===== config.mk =====
export PLATFORM = sky130hd
export DESIGN_NAME = frame_scanner
export DESIGN_NICKNAME = d
export VERILOG_FILES = /design/src/rtl/frame_scanner_pkg.sv /design/src/rtl/scan_delay_line.sv /design/src/rtl/frame_scanner.sv
export SDC_FILE = /design/constraint.sdc
export NUM_CORES = 1
export LEC_CHECK = 0
export CAP_MARGIN = 15
export CORE_MARGIN = 2
export CORE_UTILIZATION = 46
export DETAILED_ROUTE_END_ITERATION = 12
export GPL_TIMING_DRIVEN = 0
export HOLD_SLACK_MARGIN = 0.03
export PLACE_DENSITY = 0.87
export SYNTH_ARGS = -nofsm -noshare
export SYNTH_HDL_FRONTEND = slang
export SYNTH_SLANG_ARGS = --single-unit

===== constraint.sdc =====
create_clock -name clk -period 1.85 [get_ports clk]
set_input_delay 0.2775 -clock clk [delete_from_list [all_inputs] [get_ports clk]]
set_output_delay 0.2775 -clock clk [all_outputs]
set_load 0.05 [all_outputs]

===== src/rtl/frame_scanner_pkg.sv =====
// Shared DinoGame constants: screen geometry, color width and the scan tap payload.
package frame_scanner_pkg;

    localparam int unsigned SCREEN_W_DEF = 160;
    localparam int unsigned SCREEN_H_DEF = 120;
    localparam int unsigned COLOR_W      = 3;
    localparam int unsigned COORD_W      = 8;
    localparam int unsigned OVERRUN_W    = 8;

    // One issued pixel travelling through the renderer-latency delay line.
    typedef struct packed {
        logic               valid;
        logic [COORD_W-1:0] x;
        logic [COORD_W-1:0] y;
    } scan_tap_t;

    localparam int unsigned TAP_W = $bits(scan_tap_t);

endpackage


===== src/rtl/scan_delay_line.sv =====
// Fixed-depth shift register that aligns issued coordinates with renderer output.
module scan_delay_line
    import frame_scanner_pkg::*;
#(
    parameter int unsigned DEPTH = 1,
    parameter int unsigned WIDTH = TAP_W
) (
    input  logic             clk,
    input  logic             resetn,
    input  logic [WIDTH-1:0] din,
    output logic [WIDTH-1:0] dout
);

    logic [DEPTH-1:0][WIDTH-1:0] stages;

    generate
        if (DEPTH == 1) begin : g_single
            always_ff @(posedge clk) begin
                if (!resetn) begin
                    stages <= '0;
                end else begin
                    stages[0] <= din;
                end
            end
        end else begin : g_chain
            always_ff @(posedge clk) begin
                if (!resetn) begin
                    stages <= '0;
                end else begin
                    stages <= {stages[DEPTH-2:0], din};
                end
            end
        end
    endgenerate

    assign dout = stages[DEPTH-1];

endmodule


===== src/rtl/frame_scanner.sv =====
// Walks the screen once per frame tick, feeding x/y to the renderer and
// forwarding renderer colors to the VGA adapter after RENDER_LAT cycles.
module frame_scanner
    import frame_scanner_pkg::*;
#(
    parameter int unsigned SCREEN_W   = SCREEN_W_DEF,
    parameter int unsigned SCREEN_H   = SCREEN_H_DEF,
    parameter int unsigned RENDER_LAT = 1
) (
    input  logic                 clk,
    input  logic                 resetn,
    input  logic                 frameClk,
    output logic [COORD_W-1:0]   x,
    output logic [COORD_W-1:0]   y,
    input  logic [COLOR_W-1:0]   color,
    output logic                 plot,
    output logic [COORD_W-1:0]   vgaX,
    output logic [COORD_W-1:0]   vgaY,
    output logic [COLOR_W-1:0]   vgaColor,
    output logic                 busy,
    output logic                 frameDone,
    output logic [OVERRUN_W-1:0] overrunCount
);

    localparam logic [COORD_W-1:0]   X_LAST      = COORD_W'(SCREEN_W - 1);
    localparam logic [COORD_W-1:0]   Y_LAST      = COORD_W'(SCREEN_H - 1);
    localparam int unsigned          DRAIN_W     = 3;
    localparam logic [DRAIN_W-1:0]   DRAIN_LAST  = DRAIN_W'(RENDER_LAT - 1);
    localparam logic [OVERRUN_W-1:0] OVERRUN_MAX = '1;

    typedef enum logic [1:0] {
        IDLE,
        SCAN,
        DRAIN,
        DONE
    } state_t;

    state_t             state;
    logic               frame_clk_prev;
    logic               frame_edge;
    logic [DRAIN_W-1:0] drain_cnt;
    scan_tap_t          tap_in;
    scan_tap_t          tap_out;

    assign frame_edge = frameClk & ~frame_clk_prev;

    // Scan sequencer; prev resets high so a tick held through reset is not an edge.
    always_ff @(posedge clk) begin
        if (!resetn) begin
            state          <= IDLE;
            frame_clk_prev <= 1'b1;
            x              <= '0;
            y              <= '0;
            busy           <= 1'b0;
            frameDone      <= 1'b0;
            drain_cnt      <= '0;
            overrunCount   <= '0;
        end else begin
            frame_clk_prev <= frameClk;
            frameDone      <= 1'b0;

            if (frame_edge && (state != IDLE) && (overrunCount != OVERRUN_MAX)) begin
                overrunCount <= overrunCount + OVERRUN_W'(1);
            end

            case (state)
                IDLE: begin
                    if (frame_edge) begin
                        state <= SCAN;
                        x     <= '0;
                        y     <= '0;
                        busy  <= 1'b1;
                    end
                end
                SCAN: begin
                    if ((x == X_LAST) && (y == Y_LAST)) begin
                        state     <= DRAIN;
                        drain_cnt <= '0;
                    end else if (x == X_LAST) begin
                        x <= '0;
                        y <= y + COORD_W'(1);
                    end else begin
                        x <= x + COORD_W'(1);
                    end
                end
                DRAIN: begin
                    // Last issued pixel leaves the delay line during the final DRAIN cycle.
                    if (drain_cnt == DRAIN_LAST) begin
                        state     <= DONE;
                        busy      <= 1'b0;
                        frameDone <= 1'b1;
                    end else begin
                        drain_cnt <= drain_cnt + DRAIN_W'(1);
                    end
                end
                DONE: begin
                    state <= IDLE;
                end
                default: begin
                    state <= IDLE;
                end
            endcase
        end
    end

    assign tap_in.valid = (state == SCAN);
    assign tap_in.x     = x;
    assign tap_in.y     = y;

    scan_delay_line #(
        .DEPTH (RENDER_LAT),
        .WIDTH (TAP_W)
    ) u_delay (
        .clk    (clk),
        .resetn (resetn),
        .din    (tap_in),
        .dout   (tap_out)
    );

    assign plot     = tap_out.valid;
    assign vgaX     = tap_out.x;
    assign vgaY     = tap_out.y;
    // Renderer color is only meaningful on plot cycles.
    assign vgaColor = tap_out.valid ? color : '0;

endmodule

== Word level (Yosys, flattened, before mapping) ==
Index checks and enable logic that the tools add are counted.

* Add/sub/neg operators: 4
* Equal/unequal tests: 12
* Multiplexer cells: 19
* Bitwise operators: 2
* Reduce and logical (&&, ||, !) cells: 15

{| class="wikitable"
|+ Operators by type and width
! cell !! count
|-
| 8-bit 2-to-1 mux || 5
|-
| 8-bit case mux with 2 select lines || 2
|-
| 8-bit by 1-bit adder with 8-bit output (second input constant) || 3
|-
| 2-bit inequality test (second input constant) || 6
|-
| 3-bit AND reduction || 4
|-
| 3-bit 2-to-1 mux || 3
|-
| 8-bit by 7-bit == test with 1-bit output (second input constant) || 1
|-
| 8-bit == test (second input constant) || 1
|-
| 8-bit inequality test (second input constant) || 1
|-
| 2-bit case mux with 4 select lines || 1
|-
| 2-bit nonzero test || 4
|-
| 2-bit 2-to-1 mux || 3
|-
| 3-bit case mux with 2 select lines || 1
|-
| 2-bit == test (second input constant) || 2
|-
| 4-bit AND reduction || 1
|-
| 3-bit by 1-bit adder with 3-bit output (second input constant) || 1
|-
| 1-bit logical AND || 3
|-
| 3-bit zero test || 1
|-
| 1-bit 2-to-1 mux || 3
|-
| 2-bit by 1-bit == test with 1-bit output (second input constant) || 1
|-
| 2-bit zero test || 1
|-
| 1-bit case mux with 2 select lines || 1
|-
| 2-bit AND reduction || 1
|-
| 1-bit AND || 1
|-
| 1-bit inverter || 1
|}

* Bits in registers: 49
* Word-level logic and storage cells: 61

== Depth between registers and ports, before layout ==
Gate-level depths: netlist (run 1).

* Word-level depth: 4
* Gate-level depth with buffers: 8
* Gate-level depth less buffers: 6

== Cells and area by module ==
From an unflattened synthesis (run 1), not the netlist that was laid out.

* Cell total of the unflattened synthesis: 265
* Area, all modules: 2354.8 µm²

{| class="wikitable"
|+ By module, submodules not included
! module !! times used !! cells each !! area an instance (µm²) !! sequential area each (µm²)
|-
| frame_scanner || 1 || 230 || 1880.6 || 640.6
|-
| scan_delay_line || 1 || 35 || 474.2 || 340.3
|}

== Worst setup path after synthesis (run 1) ==
No wires, ideal clock.

* Path type: reg-to-reg
* Start: reg state[0]
* End: reg x[3]
* Library setup time: 0.086 ns
* Data arrival time: 1.783 ns
* Slack: -0.019 ns
* Cell stages (with the launch flop): 8
* Buffers on the path: 1
* Period minus slack after synthesis: 1.869 ns
* Cells stage by stage: dfxtp_1 -> inv_1 -> ha_1 -> nand2b_1 -> and2_4 -> buf_6 -> or4_1 -> a211oi_1

* Cells in the longest elaborated chain, start to end: 3

{| class="wikitable"
|+ RTL lines
! what !! RTL line !! RTL
|-
| start: declaration || frame_scanner.sv:38 || <nowiki>state_t state;</nowiki>
|-
| start signal: assignment || frame_scanner.sv:50 || <nowiki>state <= IDLE;</nowiki>
|-
| start signal: assignment || frame_scanner.sv:69 || <nowiki>state <= SCAN;</nowiki>
|-
| start signal: assignment || frame_scanner.sv:77 || <nowiki>state <= DRAIN;</nowiki>
|-
| 2-bit by 1-bit == test with 1-bit output / 2-bit zero test (equally long branches) || frame_scanner.sv:66 || <nowiki>case (state)</nowiki>
|-
| 2-bit inequality test (no line) / 2-bit nonzero test (equally long branches) || n/a ||
|-
| 3-bit AND reduction (no line) || n/a ||
|-
| end signal: assignment || frame_scanner.sv:83 || <nowiki>x <= x + COORD_W'(1);</nowiki>
|-
| end: declaration || frame_scanner.sv:13 || <nowiki>output logic [COORD_W-1:0] x,</nowiki>
|}

Parallel ways exist; a longest one is shown, timed or not.
A chain may end at the register's enable or synchronous reset.

==> metrics list, run 1 <==
- Sequential-to-total area share from yosys stat: 39.9%
- Slowest-stage cell, CP: nor4_2
- Gate Count Post-Synth: 267
* Clock Root Buffer: clkbuf_8
* Hold Vio Cnt, Final: 0
* #FFs+latches synth: 49
- Util after Layout: 64.9%
* Number of buffers created by CTS: 5
- Overall overflow remaining after global route: 0
- Hold-fix buffer count after cts: 0
- Final design instance area without fill: 3340 µm²
* Category of the most critical setup path: flip-flop to flip-flop
- TritonCTS built the clock tree.
- For this design the ratio of total power to cell area is 738 nW/µm².
* Relative slew slack: 57.3%
* Final setup margin: -37.1 ps
* DRC: 0
- The initial utilization of the core area, before any placement, comes to 47.9%.
* Max-cap check violation count: 0
- FFs w/ async S/R, synth: 0%
* Startpoint Class: flip-flop
- Cell area reported after detailed placement: 3060 µm²
- Crit path required time: 2070 ps
* Wirelength, routed: 5990 µm
* Hpwl dp: 3960 µm
- The count of nets left with antenna violations once routing finished came out at 0.
- Die extent in x: 77.1 µm
- The number of antenna violations at the first check in global routing is 0.
- At the end of routability-driven placement, the weighted congestion stood at 0.877.
- The number of antenna diodes in the final layout is 0.
* # nets final: 347
- Of all nets on the critical path, the largest fanout is 10.
- Post-synth EDFFs: 0
- Number of standard-cell rows in the floorplan: 26
- Number of different library cells in the post-synthesis netlist: 61
* Endpoints failing setup: 1
* Post-DR wirelength/cell: 14.8 µm
- Synthesis warning total: 0
- Of the post-synthesis cell area, the dominant cell type holds 39.9%.
* Max H-tree Level: 2
* Maximum clock insertion buffer count: 2
- In the post-synthesis netlist, the biggest area contributors are dfxtp_1 (40%), buf_4 (4.9%), and2_1 (4.6%).
* Total nets after synthesis: 281
- For the final database, setup skew stands at 7.87 ps.
* Static leakage: 1.38 nW
* Via count of the routed design: 2257
* Clk slew on worst S/H paths: 90 ps
- The final reports fail on setup timing.
* Total global routing track utilization: 19.5%
* Run status: finished with violations
* Element type at the critical path end: flip-flop
- Walking the worst path, the cells encountered are buf_4 > ha_4 > nand4bb_1 > nor4_2 > buf_4 > o41ai_1 > a211oi_2.
* Die extent in y: 77.1 µm
* Final period demand of the worst path: 1890 ps
- The cell area that synthesis handed to floorplanning was 2460 µm².
- Number of primary I/O pins: 52
- Highest-count cells in the layout ignoring fill and taps: dfxtp_1 (38), buf_4 (26), clkdlybuf4s50_1 (25)
* Data arrival time at the worst-slack endpoint: 2110 ps
- Largest area contributor in the synthesized netlist: dfxtp_1
* Design Power: 0.00246 W
* Final period util: 102%
- Max stage delay on crit path: 370 ps
- Timing analysis after detailed placement gives a worst setup slack of -385 ps.
- The total count of max-transition violations in the final report is 0.
* Area added between synthesis and finish: 35.7%
* Number of cells in the design after placement: 388
- 1st-iter DRT viols: 217
- The total area inside the core boundary comes to 5140 µm².
* Cell family contributing the most delay on the critical path: simple AND/OR/NAND/NOR gates
- The via count of the first global-routing pass is 2090.
* Share of post-route cells with drive strength above 1: 24.0%
- Number of detailed-route iterations in the first pass: 5
- Averaged over all synthesized cells, the footprint is 9.21 µm².
- The most used flip-flop cell after synthesis is dfxtp_1.
- Most frequent standard cell in the layout excluding fill and tap cells: dfxtp_1
- Transition time at the pin with the least slew margin: 639 ps
- Achievable frequency: 530 MHz
- The number of buffers and inverters on the critical path is 2.
* Via density per instance: 5.59
- Max VDD drop: 0.526 mV
- Total die area: 5950 µm²
- Path category of the worst min-delay check: flip-flop to flip-flop
- Most frequent cell on the critical path: buf_4
- In this run the tool buffered the top-level ports with 51 buffer cells.
- First-pass GRT wire length: 9500 µm
- Pin count of the biggest net entering global routing: 16
- The finished layout holds 404 standard cells, fillers aside.
- Clock net sink count: 49
- At the later pin of the worst-skew pair, clock insertion delay measures 310 ps.
- Setup repair after global routing could not meet its margin everywhere.
what timing repair did:
item | in CTS | in global routing
endpoints found under the setup margin | 44 | 26
resized for setup | 35 | 39
pin swaps | 3 | 14
buffers inserted | 5 | 4
metrics by stage:
| stage | setup TNS, ps | hold slack (ps) |
|---|---|---|
| global route | -301 | 510 |
| detailed placement | -4260 | 475 |
| finish | -37.1 | 490 |
| floorplan | 0 | 379 |
| CTS | 0 | 484 |
| global placement | -3240 | 462 |
cell type report:
| cell class | count | area (µm²) |
|---|---|---|
| inverter | 14 | 55.1 |
| buffer | 27 | 179 |
| clock inverter | 3 | 17.5 |
| tap | 70 | 87.6 |
| timing repair buffer | 60 | 561 |
| sequential | 49 | 1000 |
| fill | 437 | 1800 |
| multi-input combinational | 176 | 1370 |
| clock buffer | 5 | 68.8 |
report_power, final:
group,leakage (nW),switching [W],internal [W]
clock network,0.0439,0.000364,0.000262
registers,0.401,0.0000324,0.00109
logic,0.935,0.000425,0.000289
final timing paths:
path / slack (ps) / endpoint / depth (start not counted) / start
max: -40 / x[5] / 7 / state[0]
min: 490 / drain_cnt[1] / 2 / drain_cnt[1]
max reg2reg: -40 / x[5] / 7 / state[0]
min reg2reg: 490 / drain_cnt[1] / 2 / drain_cnt[1]
cell usage after synthesis (3+ instances only):
| library cell | count |
|---|---|
| nand2b_1 | 5 |
| nand2_1 | 19 |
| nand3_1 | 13 |
| nor2_1 | 9 |
| nand4_1 | 4 |
| and3_1 | 3 |
| clkbuf_1 | 9 |
| or4_1 | 4 |
| dfxtp_1 | 49 |
| a21oi_1 | 10 |
| o31ai_1 | 4 |
| o21ai_0 | 9 |
| a311oi_1 | 3 |
| buf_4 | 16 |
| o41ai_1 | 3 |
| a211oi_1 | 6 |
| ha_1 | 8 |
| mux2i_1 | 3 |
| xnor2_1 | 3 |
| nor3_1 | 3 |
| inv_1 | 14 |
| and2_1 | 18 |
| a31oi_1 | 3 |
worst reg2reg max path, stage by stage, from the launching register on:
cell and delay, ps:
dfxtp_2 350, buf_4 120, ha_4 200, nand4bb_1 160, nor4_2 370, buf_4 250, o41ai_1 120, a211oi_2 230
flip-flops by register name (all words and copies together), names as in the netlist:
signal and count:
busy 1, frameDone 1, y 8, u_delay.dout 17, x 8, drain_cnt 3
state 2, frame_clk_prev 1, overrunCount 8
logic make-up (layout without fill, tap and decap cells):
kind of cell,after synthesis,after routing,share of synthesized area (%)
flip-flops,49,49,39.9
AO/OA/AOI/OAI,60,60,18.1
AND/OR/NAND/NOR,101,101,25.7
buffers and inverters,42,109,9.51
XOR/XNOR,3,3,1.07
multiplexers,4,4,1.68
adder cells (fa/ha/maj),8,8,4.07
metal layers:
| metal | share of wire, % | wire [µm] | global-route usage, % |
|---|---|---|---|
| met4 | 1.3 | 79 | 6.43 |
| met2 | 51 | 3080 | 34.6 |
| met1 | 41 | 2430 | 23.1 |
| met5 | 0 | 0 | 0 |
| met3 | 6.6 | 395 | 4.47 |
(Power assumes the default switching activity.)
==> run 2, diff against run 1 <==
CORE_MARGIN = 5   (was 2)
GPL_TIMING_DRIVEN = default   (was 0)
==> metrics list, run 2 (same netlist as run 1, synthesis figures left out) <==
* Run status: finished clean
- Total die area: 6910 µm² (+16%)
- Number of cells in the design after placement: 392 (+1.0%)
- The critical path required time was 2090 ps (+20 ps).
* Element type at the critical path end: flip-flop
- The width of the die is 83.1 µm (+7.8%).
* Hold Vio Cnt, Final: 0 (unchanged)
* Reg2Reg Setup Slack: 70 ps (+110 ps)
* Clk slew on worst S/H paths: 90 ps (about the same)
- The data arrival time of the critical path was 2020 ps (-90 ps).
* Via density per instance: 5.54 (-0.80%)
* Cell area reported after detailed placement: 3090 µm² (+0.94%)
* Standard cell core area: 5140 µm² (unchanged)
* R2R Path Start: state[0]
- Port Buffers: 51 (unchanged)
* Clock net sink count: 49 (unchanged)
- The vertical extent of the die was 83.1 µm (+7.8%).
- Initial antenna violation count: 0 (unchanged)
- Path category of the worst min-delay check: flip-flop to flip-flop
- The share of the cycle needed by the critical path after routing was 96.2% (-5.8 points).
- The global router's overall resource usage came to 17.0% (-2.5 points).
- Hpwl dp: 4380 µm (+11%)
* 1st-iter DRT viols: 189 (-13%)
* Final design instance area without fill: 3350 µm² (+0.53%)
* Highest-count cells in the layout ignoring fill and taps: buf_4 (60), dfxtp_1 (45), clkdlybuf4s50_1 (23)
* Most frequent standard cell in the layout excluding fill and tap cells: buf_4
* Pins over their slew limit: 0 (unchanged)
- Category of the most critical setup path: flip-flop to flip-flop
- The residual antenna-violating net count after detailed routing was 0 (unchanged).
* Hold_sp: state[1]
- First-pass GRT wire length: 10000 µm (+5.5%)
* Achievable frequency: 562 MHz (+6.0%)
- The insertion delay of the later-clocked pin in the worst-skew pair came to 310 ps (about the same).
* Maximum clock insertion buffer count: 2 (unchanged)
- The max-cap violation count came to 0 (unchanged).
* Number of primary I/O pins: 52 (unchanged)
* Endpoints failing setup: 0 (-1)
- The global placer's final weighted congestion was 0.919 (+4.7%).
- Clock Root Buffer: clkbuf_8
* Pin count of the biggest net entering global routing: 18 (+2)
- Relative slew slack: 64.9% (+7.6 points)
* Maximum fanout count along the critical path: 7 (-3)
* Static leakage: 1.31 nW (-4.9%)
* DRC: 0 (unchanged)
* Max VDD drop: 0.471 mV (-10%)
- Worst hold stages: 2 (unchanged)
- The clock buffer count from CTS was 5 (unchanged).
- The cell count of the worst reg-to-reg path was 7 (unchanged).
* Number of standard-cell rows in the floorplan: 26 (unchanged)
* Via count of the routed design: 2239 (-0.80%)
* Via count of the first global-routing pass: 2133 (+2.1%)
* Endpoint of the lowest-slack register-to-register path: overrunCount[3]
* Post-DR wirelength/cell: 15.2 µm (+2.6%)
- The detailed-router iteration count before antenna repair came to 5 (unchanged).
* Wirelength, routed: 6150 µm (+2.6%)
- Final period demand of the worst path: 1780 ps (-107 ps)
- Number of flip-flops under the largest register name: 17 (unchanged)
- The area growth from synthesis to layout is 36.4%.
- The power density of the placed cells came to 832 nW/µm² (+13%).
* Max H-tree Level: 2 (unchanged)
- Hold-fix buffer count after cts: 0 (unchanged)
* # nets final: 347 (unchanged)
- For hold timing, the worst endpoint is state[1].
- The share of cells above drive strength 1 is 30.5% (+6.6 points).
- Final setup skew: 4.43 ps (-3.45 ps)
- Startpoint Class: flip-flop
- Filler Cell Count: 424 (-3.0%)
- Clock tree from TritonCTS: done
- Diode insertion count for antenna repair: 0 (unchanged)
- Number of non-filler instances in the completed layout: 404 (unchanged)
- Overall overflow remaining after global route: 0 (unchanged)
- Starting Density: 47.9% (unchanged)
* Transition time at the pin with the least slew margin: 513 ps (-126 ps)
run 2: cell types whose count changed in the layout (fill, tap and decap cells not counted), moves of 3 or more:
cell,change
buf_4,+34
dlygate4sd2_1,-22
dfxtp_1,+7
dlymetal6s2s_1,-3
buf_12,+3
clkbuf_1,-6
dfxtp_2,-6
run 2: repair_timing:
item                       4_1_cts  5_1_grt
resized for setup                2       23
setup endpoints to repair        7       16
cloned                           0        0
pin swaps                        1        4
buffers inserted                 1        3
run 2: area by class of cell:
class | count | area [µm²] | share of cell area, %
clock buffer | 5 | 68.8 | 2.05
tap | 70 | 87.6 | 2.61
clock inverter | 3 | 65.1 | 1.94
timing repair buffer | 87 | 753 | 22.5
inverter | 14 | 52.6 | 1.57
sequential | 49 | 988 | 29.5
multi-input combinational | 176 | 1340 | 39.9
run 2: worst max-delay path by stage:
stage               startpoint               to  slack, ps  depth (start not counted)
floorplan             state[0]             x[3]         40                          7
global placement      frameClk  overrunCount[5]       -120                          5
detailed placement    frameClk  overrunCount[5]       -190                          5
CTS                   state[1]  overrunCount[5]         -5                          6
global route          state[0]  overrunCount[3]        -20                          7
finish                state[0]  overrunCount[3]         70                          7
run 2: routing by layer:
layer  track usage, %  routed length, µm  vias up
met4             6.24                 70        0
met1             19.7               2580     1068
met3             4.26                366        8
met2             30.2               3130       83
li1                 -                  -     1080
met5                0                  0        -
run 2: stage by stage:
stage | util, % | hold WS (ps) | setup TNS [ps] | worst slack, ps | total power [W]
after global routing | 65.3 | 517 | -55.0 | -19.9 | 0.00289
after CTS | 62.9 | 485 | -4.64 | -4.64 | 0.00272
final | 65.3 | 476 | 0 | 69.5 | 0.00279
after global placement | 60.1 | 461 | -258 | -122 | 0.00181
after detailed placement | 60.1 | 472 | -738 | -195 | 0.00182
after floorplan | - | 379 | 0 | 35.2 | 0.00160
run 2: critical path: stages, from the launching register on:
cell and delay [ps]:
dfxtp_4 380, inv_2 60, ha_4 180, nor3b_4 210, nand4_1 220, buf_4 200, or3_1 330, a21oi_1 140
run 2: power by group:
group	internal [W]	switching (W)	leakage (nW)
registers	0.00110	0.0000315	0.398
logic	0.000328	0.000420	0.847
clock network	0.000537	0.000378	0.0681
==> run 3, diff against run 2 <==
CORE_UTILIZATION = 50   (was 46)
PLACE_DENSITY = 0.9   (was 0.87)
SETUP_SLACK_MARGIN = 0.15   (was default)
clock period = 1.8 ns   (was 1.85 ns; I/O delays follow)
==> metrics list, run 3 (same netlist as run 1, synthesis figures left out) <==
- Wirelength, routed: 7190 µm (+17%)
- The flip-flop count of the largest register, all copies and words added was 17 (unchanged).
- Hold Vio Cnt, Final: 0 (unchanged)
* Highest-count cells in the layout ignoring fill and taps: buf_4 (70), dfxtp_1 (40), nand2_1 (19), dlygate4sd2_1 (19), and2_1 (18)
* Port Buffers: 51 (unchanged)
- The cell sitting at the root of the clock tree is a clkbuf_8.
- Achievable frequency: 571 MHz (+1.7%)
- Die extent in y: 80.1 µm (-3.6%)
* Cell family contributing the most delay on the critical path: compound AO/OA/AOI/OAI gates
- Element type at the critical path end: flip-flop
* Overall overflow remaining after global route: 0 (unchanged)
- The violation count after the first detailed-route iteration was 165 (-13%).
- Hpwl dp: 4610 µm (+5.3%)
* Pin count of the biggest net entering global routing: 15 (-3)
- Internal: 0.00194 W (-1.0%)
- The layout net count was 359 (+3.5%).
- Initial antenna violation count: 0 (unchanged)
* Starting Density: 51.7% (+3.9 points)
* Final period util: 97.2% (+0.98 points)
- Filler Cell Count: 328 (-23%)
- Number of primary I/O pins: 52 (unchanged)
* Via count of the routed design: 2399 (+7.1%)
- Endpoints failing setup: 0 (unchanged)
- The number of H-tree branching levels is 2 (unchanged).
- Number of buffers created by CTS: 5 (unchanged)
* Switching Fraction: 32.3% (+2.6 points)
- Startpoint Class: flip-flop
- Total global routing track utilization: 20.9% (+3.9 points)
* Number of standard-cell rows in the floorplan: 25 (-3.8%)
* Run status: finished clean
- Clock tree from TritonCTS: done
- The share of total power in sequential cells came to 40.6% (+0.2 points).
- Final setup margin: 50.0 ps (-19.5 ps)
- The global placer's final weighted congestion came to 0.857 (-6.7%).
* Most frequent standard cell in the layout excluding fill and tap cells: buf_4
- Relative to the synthesized area, the layout overhead comes to 46.4%.
- The slowest stage of the critical path is the o41a_4 cell.
- Max VDD drop: 0.631 mV (+34%)
- Walking the worst path, the cells encountered are ha_4 > nand4_1 > o41a_4 > nor3b_4 > mux2i_1.
* Net switching power: 0.000928 W (+12%)
* Static leakage: 1.50 nW (+14%)
- The residual antenna-violating net count after detailed routing is 0 (unchanged).
- Hold-fix buffer count after cts: 0 (unchanged)
- Worst slack at placement: -165 ps (+29.3 ps)
* Clk slew on worst S/H paths: 90 ps (about the same)
- The data arrival time of the critical path was 1990 ps (-30 ps).
- Path category of the worst min-delay check: flip-flop to flip-flop
- The width of the die was 80.1 µm (-3.6%).
- Via count of the first global-routing pass: 2268 (+6.3%)
* DRC: 0 (unchanged)
- Via density per instance: 5.82 (+5.1%)
- Design Power: 0.00287 W (+2.8%)
* Total die area: 6420 µm² (-7.1%)
- The share of cells above drive strength 1 is 39.4% (+8.9 points).
- The actual slew at the worst max-slew pin came to 494 ps (-18.8 ps).
- The combinational power share is 32.4% (+5.6 points).
- Hold Worst Slack: 491 ps (+14.4 ps)
* Maximum fanout count along the critical path: 4 (-3)
- Crit path required time: 2040 ps (-50 ps)
- Clock net sink count: 49 (unchanged)
- The normalized max-slew margin came to 66.9% (+2.0 points).
- The power share of the clock group was 26.9% (-5.9 points).
- Pins over their slew limit: 0 (unchanged)
- The final critical path time including I/O delays and setup came to 1750 ps (-30.5 ps).
- Max stage delay on crit path: 550 ps (+170 ps)
* Number of non-filler instances in the completed layout: 412 (+2.0%)
* Power per Cell Area: 796 nW/µm² (-4.3%)
* Max-cap check violation count: 0 (unchanged)
- The total core area came to 4750 µm² (-7.5%).
* First-pass GRT wire length: 10700 µm (+6.3%)
- Number of detailed-route iterations in the first pass: 5 (unchanged)
- Diode insertion count for antenna repair: 0 (unchanged)
- Post-DR wirelength/cell: 17.4 µm (+15%)
- The maximum number of buffers from clock root to sink came to 2 (unchanged).
- Unrepaired setup endpoints after global routing: yes
* Clock Latency Late Sink: 310 ps (about the same)
- The number of cells in the design after placement was 394 (+0.51%).
- Worst path bufs/invs: 0 (-2)
* Category of the most critical setup path: flip-flop to flip-flop
- Final setup skew: 5.94 ps (+1.51 ps)
## run 3: changes by cell type in the layout (fill, tap and decap cells not counted), moves of 3 or more
cell             delta
clkdlybuf4s50_1    -18
o21ai_0             -4
buf_4              +10
dfxtp_1             -5
dfxtp_4             +3
dlygate4sd2_1      +19
## run 3: path summary, 6_finish.rpt
path	start	to	slack [ps]	cells past startpoint
worst max-delay path	x[0]	state[1]	50	5
worst min-delay path	drain_cnt[0]	drain_cnt[0]	490	2
worst max register to register	x[0]	state[1]	50	5
worst min register to register	drain_cnt[0]	drain_cnt[0]	490	2
## run 3: area by class of cell
class	instances	area (µm²)	area share, %
clock buffers	5	68.8	1.91
clock inverters	2	35.0	0.973
inverters	14	57.6	1.60
multi-input cells	176	1520	42.2
flip-flops and latches	49	1000	27.8
well taps	67	83.8	2.33
repair buffers	99	833	23.1
## run 3: through the flow
step	area, µm²	util [%]	setup TNS (ps)
3_3_place_gp	3190	67.2	-458
3_5_place_dp	3190	67.2	-1090
6_report	3600	75.8	0
2_1_floorplan	2530	-	0
5_1_grt	3600	75.8	-78.3
4_1_cts	3390	71.3	0
## run 3: power by group through the flow
stage | clock [W] | combinational, W | sequential (W)
6_report | 0.000772 | 0.000930 | 0.00117
5_1_grt | 0.000836 | 0.000979 | 0.00117
4_1_cts | 0.000779 | 0.000799 | 0.00116
3_5_place_dp | 0 | 0.000759 | 0.00119
3_3_place_gp | 0 | 0.000734 | 0.00118
2_1_floorplan | 0 | 0.000459 | 0.00124
## run 3: tightest hold or removal path, cell delays in order (launching register included)
cell,delay (ps)
dfxtp_1,330
nand2_1,60
mux2i_1,60
## run 3: layer usage
| layer | vias to the layer above | global-route usage (%) | routed length, µm |
|---|---|---|---|
| met5 | - | 0 | 0 |
| met4 | 0 | 9.63 | 215 |
| met3 | 25 | 4.37 | 427 |
| met2 | 117 | 37.0 | 3840 |
| met1 | 1150 | 23.9 | 2710 |
| li1 | 1107 | - | - |
## run 3: what timing repair did
item                       CTS  global route
gates resized for setup     34            36
setup endpoints to repair   35            23
pin swaps                    7            17
buffers inserted             8             3
